<file path="config.mk">
export PLATFORM = sky130hd
export DESIGN_NAME = data_mem_ctrl
export DESIGN_NICKNAME = d
export VERILOG_FILES = /design/src/rtl/data_mem_ctrl.sv
export SDC_FILE = /design/constraint.sdc
export NUM_CORES = 2
export LEC_CHECK = 0
export CORE_ASPECT_RATIO = 0.6
export CORE_MARGIN = 5
export CORE_UTILIZATION = 32
export DETAILED_ROUTE_END_ITERATION = 10
export SLEW_MARGIN = 10
export SYNTH_ARGS = -nofsm -noshare
export SYNTH_HDL_FRONTEND = slang
export SYNTH_SLANG_ARGS = --single-unit
</file>
<file path="constraint.sdc">
create_clock -name clk -period 12.65 [get_ports clk]
set_input_delay 1.8975 -clock clk [delete_from_list [all_inputs] [get_ports clk]]
set_output_delay 1.8975 -clock clk [all_outputs]
set_load 0.02 [all_outputs]
</file>
<file path="src/rtl/data_mem_ctrl.sv">
// rtl/data_mem_ctrl.sv - handshaked byte/half/word data memory with one outstanding request
// Optional misalignment checking is enabled by defining DMEM_MISALIGN_CHECK_EN.
module data_mem_ctrl #(
    parameter int DEPTH      = 64,
    parameter int ADDR_WIDTH = 32
) (
    input  logic                  clk,
    input  logic                  rst_n,
    input  logic                  req_valid,
    output logic                  req_ready,
    input  logic                  req_write,
    input  logic [1:0]            req_size,
    input  logic                  req_unsigned,
    input  logic [ADDR_WIDTH-1:0] req_addr,
    input  logic [31:0]           req_wdata,
    output logic                  resp_valid,
    input  logic                  resp_ready,
    output logic [31:0]           resp_rdata,
    output logic                  resp_err
);

    localparam int IDX_W = $clog2(DEPTH);

    typedef enum logic {
        IDLE = 1'b0,
        RESP = 1'b1
    } state_t;

    state_t            state;
    state_t            state_nxt;
    logic              accept;
    logic              req_err;
    logic [IDX_W-1:0]  word_idx;
    logic [1:0]        lane;
    logic [3:0]        byte_en;
    logic [31:0]       wdata_lane;
    logic [31:0]       rd_word;
    logic [7:0]        byte_sel;
    logic [15:0]       half_sel;
    logic              sign_fill;
    logic [31:0]       load_data;
    logic              unused_addr_bits;
    logic [31:0]       mem [DEPTH];

    assign word_idx         = req_addr[2 +: IDX_W];
    assign lane             = req_addr[1:0];
    assign unused_addr_bits = ^req_addr;

    always_ff @(posedge clk) begin
        if (!rst_n) begin
            state <= IDLE;
        end else begin
            state <= state_nxt;
        end
    end

    always_comb begin
        state_nxt  = state;
        req_ready  = 1'b0;
        resp_valid = 1'b0;
        accept     = 1'b0;
        case (state)
            IDLE: begin
                req_ready = 1'b1;
                if (req_valid) begin
                    accept    = 1'b1;
                    state_nxt = RESP;
                end
            end
            RESP: begin
                resp_valid = 1'b1;
                if (resp_ready) begin
                    state_nxt = IDLE;
                end
            end
            default: state_nxt = IDLE;
        endcase
    end

`ifdef DMEM_MISALIGN_CHECK_EN
    always_comb begin
        req_err = 1'b0;
        case (req_size)
            2'b01:   req_err = req_addr[0];
            2'b10:   req_err = |req_addr[1:0];
            2'b11:   req_err = 1'b1;
            default: req_err = 1'b0;
        endcase
    end
`else
    assign req_err = 1'b0;
`endif

    // Store data is replicated across lanes so each enabled lane picks its own copy.
    always_comb begin
        byte_en    = 4'b1111;
        wdata_lane = req_wdata;
        case (req_size)
            2'b00: begin
                byte_en    = 4'b0001 << lane;
                wdata_lane = {4{req_wdata[7:0]}};
            end
            2'b01: begin
                byte_en    = req_addr[1] ? 4'b1100 : 4'b0011;
                wdata_lane = {2{req_wdata[15:0]}};
            end
            default: begin
                byte_en    = 4'b1111;
                wdata_lane = req_wdata;
            end
        endcase
    end

    always_ff @(posedge clk) begin
        if (rst_n && accept && req_write && !req_err) begin
            for (int i = 0; i < 4; i++) begin
                if (byte_en[i]) begin
                    mem[word_idx][8*i +: 8] <= wdata_lane[8*i +: 8];
                end
            end
        end
    end

    assign rd_word   = mem[word_idx];
    assign byte_sel  = rd_word[{lane, 3'b000} +: 8];
    assign half_sel  = req_addr[1] ? rd_word[31:16] : rd_word[15:0];

    always_comb begin
        load_data = rd_word;
        sign_fill = 1'b0;
        case (req_size)
            2'b00: begin
                sign_fill = ~req_unsigned & byte_sel[7];
                load_data = {{24{sign_fill}}, byte_sel};
            end
            2'b01: begin
                sign_fill = ~req_unsigned & half_sel[15];
                load_data = {{16{sign_fill}}, half_sel};
            end
            default: load_data = rd_word;
        endcase
    end

    // Response is captured once at accept and held until the consumer takes it.
    always_ff @(posedge clk) begin
        if (!rst_n) begin
            resp_rdata <= 32'h0;
            resp_err   <= 1'b0;
        end else if (accept) begin
            resp_err   <= req_err;
            resp_rdata <= (req_write || req_err) ? 32'h0 : load_data;
        end
    end

endmodule

</file>
* Word level (Yosys, flattened, before mapping) *
Memory sizes are Yosys's and may differ from the RTL's.
Index checks and enable logic that the tools add are counted.
Widths: inputs -> output; s select.

storage, ports and cells
  register bits = 33
  memories kept = 1
  memory bits (writable) = 2048
  bits of input ports = 72

cells by class
  bitwise operators = 4
  eq/ne operators = 1
  multiplexer cells = 24
  reduce and logical (&&, ||, !) cells = 3
  shift operators = 2

memory list
  name  words  width  rd ports  clocked after Yosys merged registers in  write ports  line  source
  mem   64     32     1         0                                        1            43    logic [31:0] mem [DEPTH];

operator list
  operator             number
  $pmux 32 s2          2
  $mux 32              1
  $shiftx 32x6->8      1
  $mux 1               17
  $mux 16              1
  $pmux 4 s2           1
  $mux 4               1
  $shl 1x2->4 const A  1
  $and 1x1->1          2
  $eq 2x1->1 const B   1
  $logic_and 1x1->1    2
  $logic_not 2->1      1
  $not 1->1            2
  $pmux 1 s2           1

* Logic depth before layout (Yosys ltp) *
  depth after elaboration = 6
  gate-level depth with buffers = 15
  mapped depth without buffers = 8

* Worst setup path before layout *
Ideal clock, no wire load.

  kind = in2reg
  start point = in req_size[0]
  end point = mem mem[0][24] (data pin)
  data arrival time = 5.202 ns
  path buffers = 2
  path slack = 6.746 ns
  setup time = 0.702 ns
  cell stages on the path = 4
  required time = 11.948 ns
  cell sequence = clkbuf_1 buf_1 mux2i_1 o21ai_0

on the way
  cells in the longest elaborated chain, start to end = 2
  elaborated cells between the ends (all ways) = 3
  those cells by class = eq/ne: 1; mux: 1; reduce/logical: 1

RTL lines
  element                                        line  source
  start: declaration                             12    input logic [1:0] req_size,
  $eq 2x1->1 or $logic_not 2->1 (tied branches)  98    case (req_size)
  $pmux 32 s2 *                                  98
  via wdata_lane[24]                             36    logic [31:0] wdata_lane;
  end: declaration                               43

Mark *: on every way through the listed nets, which the timed path passes. The rest lies on a longest branch.

* Final worst setup path *
  start point = in req_addr[4]
  end point = reg resp_rdata[8]

on the way
  cells in the longest elaborated chain, start to end = 5
  elaborated cells between the ends (all ways) = 6
  those cells by class = shift: 1; mux: 3; bitwise: 1; memory: 1

RTL lines
  element                 line  source
  start: declaration      14    input logic [ADDR_WIDTH-1:0] req_addr,
  $mem_v2 64x32 *         n/a
  $shiftx 32x6->8         125   assign byte_sel = rd_word[{lane, 3'b000} +: 8];
  $and 1x1->1             133   sign_fill = ~req_unsigned & byte_sel[7];
  $pmux 32 s2 *           131   case (req_size)
  $mux 32 *               151   resp_rdata <= (req_write || req_err) ? 32'h0 : load_data;
  end signal: assignment  151
  end: declaration        18    output logic [31:0] resp_rdata,

Every way passes the cells marked *; elsewhere a longest branch is shown, timed or not.
A chain may end at the register's enable or synchronous reset.

==> summary.md <==
| Metric | Value |
|---|---|
| R2R Path Start | mem[31][31] |
| Mapped Cells | 4579 |
| DR pass1 iterations | 8 |
| Cell count of the worst reg-to-reg path | 8 |
| Congestion Overflow GR | 0 |
| Hold Path Class | reg2reg |
| Crit path buf inv count | 4 |
| CP max-delay cell | nor3_1 |
| CTS HTree Levels | 4 |
| Post-route insts no fill | 8078 |
| Final critical-path share of the clock period | 54.5% |
| Compound-Gate Fraction of Synth Area | 10.9% |
| Detail Route Antenna Nets | 0 |
| Slew @ Worst Pin | 1.42 ns |
| Synthesized area | 0.0797 mm² |
| EDFF count, synth | 2048 |
| Floorplan core area | 0.247 mm² |
| Vias | 47969 |
| Status | complete, no violations |
| Starting Density | 32.3% |
| Synth cell types | 80 |
| FF-to-FF setup slack | 8.59 ns |
| Leakage | 27.0 nW |
| CP max stage delay | 1.12 ns |
| Worst EP required | 13.33 ns |
| CP max FO | 57 |
| Postcts setup bufs | 0 |
| DP HPWL | 175000 µm |
| Pwr dens | 155 mW/mm² |
| Tot GR Track Use | 20.9% |
| CP Capture Type | flop |
| Top Ports | 107 |
| Hold path startpoint | resp_rdata[30] |
| Worst-path clk slew | 0.07 ns |
| Combinational family with the most area after synthesis | compound AO/OA/AOI/OAI gates |
| Max clock buf depth | 4 |
| Clk sinks | 2081 |
| Worst VDD drop | 0.111 mV |
| Mux contribution to synthesized area | 4.81% |
| Vias in the first global route | 44076 |
| CP delay by family, top | simple AND/OR/NAND/NOR gates |
| Setup TNS | 0 ns |
| Syn avg cell area | 17.4 µm² |
| Top-area cell type share of the netlist area | 77.2% |
| Max_slew headroom | 4.43% |
| NumNets Final | 4708 |
| Critical path depth | 12 |
| Crit-path cells | buf_8 -> buf_4 -> buf_4 -> and3b_4 -> buf_4 -> a22oi_1 -> nand4_1 -> a22o_1 -> nor3_1 -> and4_1 -> a2bb2oi_1 -> a31oi_1 |
| Ys flop type | edfxtp_1 |
| Placed Cells | 7746 |
| Synth Warn # | 0 |
| Largest net degree at the start of global routing | 102 |
| Hold buffers post-CTS | 0 |
| Fmax | 145 MHz |
| Async set or reset register ratio after synthesis | 0% |
| CTS Root Cell | clkbuf_16 |
| CTS-repair resized insts | 0 |
| Adder-cell share of the synthesized area | 0% |
| Fraction of layout cells with a size suffix above 1 | 12.4% |
| Final hold vios | 0 |
| Final Setup Violations | 0 |
| GPL Wtd Cong | 0.929 |
| Area leader, netlist | edfxtp_1 |
| Max-slew violations | 0 |
| Antenna violations before repair | 25 |
| Critical Path Start | req_addr[4] |
| Layout area overhead | 12.7% |
| WL per Instance | 34.9 µm |
| Max cap viols | 0 |
| Min Tclk post-route | 6.90 ns |
| # fillers | 22880 |
| RSZ-0062 raised after global routing | no |
| Critical R2R Capture | resp_rdata[18] |
| Synth Area in XOR/XNOR | 0% |
| Post-route DRC violation count | 0 |
| Initial drt markers | 8379 |
| Crit Path Class | in2reg |
| Simple-gate portion of the synthesized area | 4.20% |
| Die Footprint | 0.259 mm² |
| Routed WL | 282000 µm |
| Yosys reg bits | 2081 |
| Vias per cell | 5.94 |
| Port Buffers | 81 |
| Die H | 397 µm |
| WP data arrival | 7.57 ns |
| CP startpoint kind | primary input |
| CP dominant cell by count | buf_4 |
| Num CTS Buffers | 177 |
| Site row count | 141 |
| Chip Width | 654 µm |
| First-pass GRT wire length | 379000 µm |
| Top cells by area, synth | edfxtp_1 (77%), a22oi_1 (3.9%), mux2i_1 (2.0%) |
| Syn_nets | 4651 |
| Clock skew | 0.0595 ns |
| CP endpoint | resp_rdata[8] |
| Worst skew pair latency | 0.88 ns |
| Sequential cell area fraction in the yosys report | 78.0% |
| TritonCTS clock tree | yes |
cells by family (layout without fill, tap and decap cells):
group	count (synthesis)	count (layout)
DFF	2081	2081
buffers and inverters	341	529
and+or+nand+nor	694	694
other	1	23
AOI/OAI and AO/OA	1155	1155
muxes	307	307
state kept, by name, indices dropped and copies added (netlist names):
| register | count |
|---|---|
| resp_rdata | 32 |
| mem | 2048 |
| state | 1 |
placed cells by master (no fill, tap or decap), types with 35 or more instances in the layout:
master and n:
o22ai_1 42, mux2i_1 159, a22o_1 116, o21ai_0 66, a31oi_1 98, clkinv_1 35
a21oi_1 82, a221oi_1 146, edfxtp_1 2048, a22oi_1 410, mux2_2 94, mux4_2 51
clkdlybuf4s50_1 69, buf_4 116, nor2_1 312, clkbuf_16 181, clkinv_2 39, nand2_1 150
synth_stat cells (all sizes together), types with 18 or more instances:
cell type and n:
a22o 116, buf 212, o22ai 42, a21oi 82, o211ai 20, clkbuf 117, nand4 33, a22oi 410
edfxtp 2048, mux2i 159, mux4 51, dfxtp 33, a221oi 149, nor4 18, mux2 97, a31oi 98
nand3 28, nor2 316, nand2 152, o21ai 79
per-layer routing:
layer | part of all wire, % | up-vias | GRT usage [%] | wire [µm]
li1 | - | 18975 | - | -
met1 | 40 | 24835 | 29.5 | 112000
met2 | 39 | 3606 | 26.9 | 110000
met3 | 17 | 547 | 11.0 | 48100
met4 | 4.1 | 6 | 7.65 | 11600
met5 | 0.095 | - | 0.538 | 269
report_power, final:
group	switching, mW	internal [mW]
registers	0.00762	7.62
logic	0.679	0.209
clock network	2.55	2.86
total	3.24	10.7
stage by stage:
step / utilization, % / hold slack, ns / area, µm² / setup WS [ns] / total power [mW]
3_3_place_gp: 34.1 / 0.473 / 84300 / 5.28 / 8.61
3_5_place_dp: 34.1 / 0.480 / 84300 / 5.21 / 8.63
5_1_grt: 36.3 / 0.525 / 89700 / 5.79 / 14.2
2_1_floorplan: - / 0.560 / 79700 / 6.75 / 8.19
6_report: 36.3 / 0.494 / 89800 / 5.75 / 13.9
4_1_cts: 36.3 / 0.502 / 89700 / 6.09 / 13.9
final cells by class:
cell class                      instances  area [µm²]  area share [%]
Sequential cell                      2081       62200            69.2
Antenna cell                           22        55.1          0.0613
Timing Repair Buffer                  207        1850            2.06
Clock buffer                          218        4700            5.23
Inverter                               12        45.0          0.0502
Clock inverter                         92         719           0.801
Tap cell                             3289        4120            4.58
Multi-Input combinational cell       2157       16100            18.0
how the worst min path moves through the flow:
stage                     endpoint  depth (start not counted)
global route        resp_rdata[30]                          2
floorplan           resp_rdata[18]                          2
finish              resp_rdata[30]                          2
CTS                 resp_rdata[30]                          2
global placement    resp_rdata[30]                          2
detailed placement  resp_rdata[24]                          2
worst min-delay path: cells and delay by family, from the launching register on:
family          cells  cell delay (ns)
simple gates        1             0.05
compound gates      1             0.07
flops               1             0.34
(Power assumes the default switching activity.)
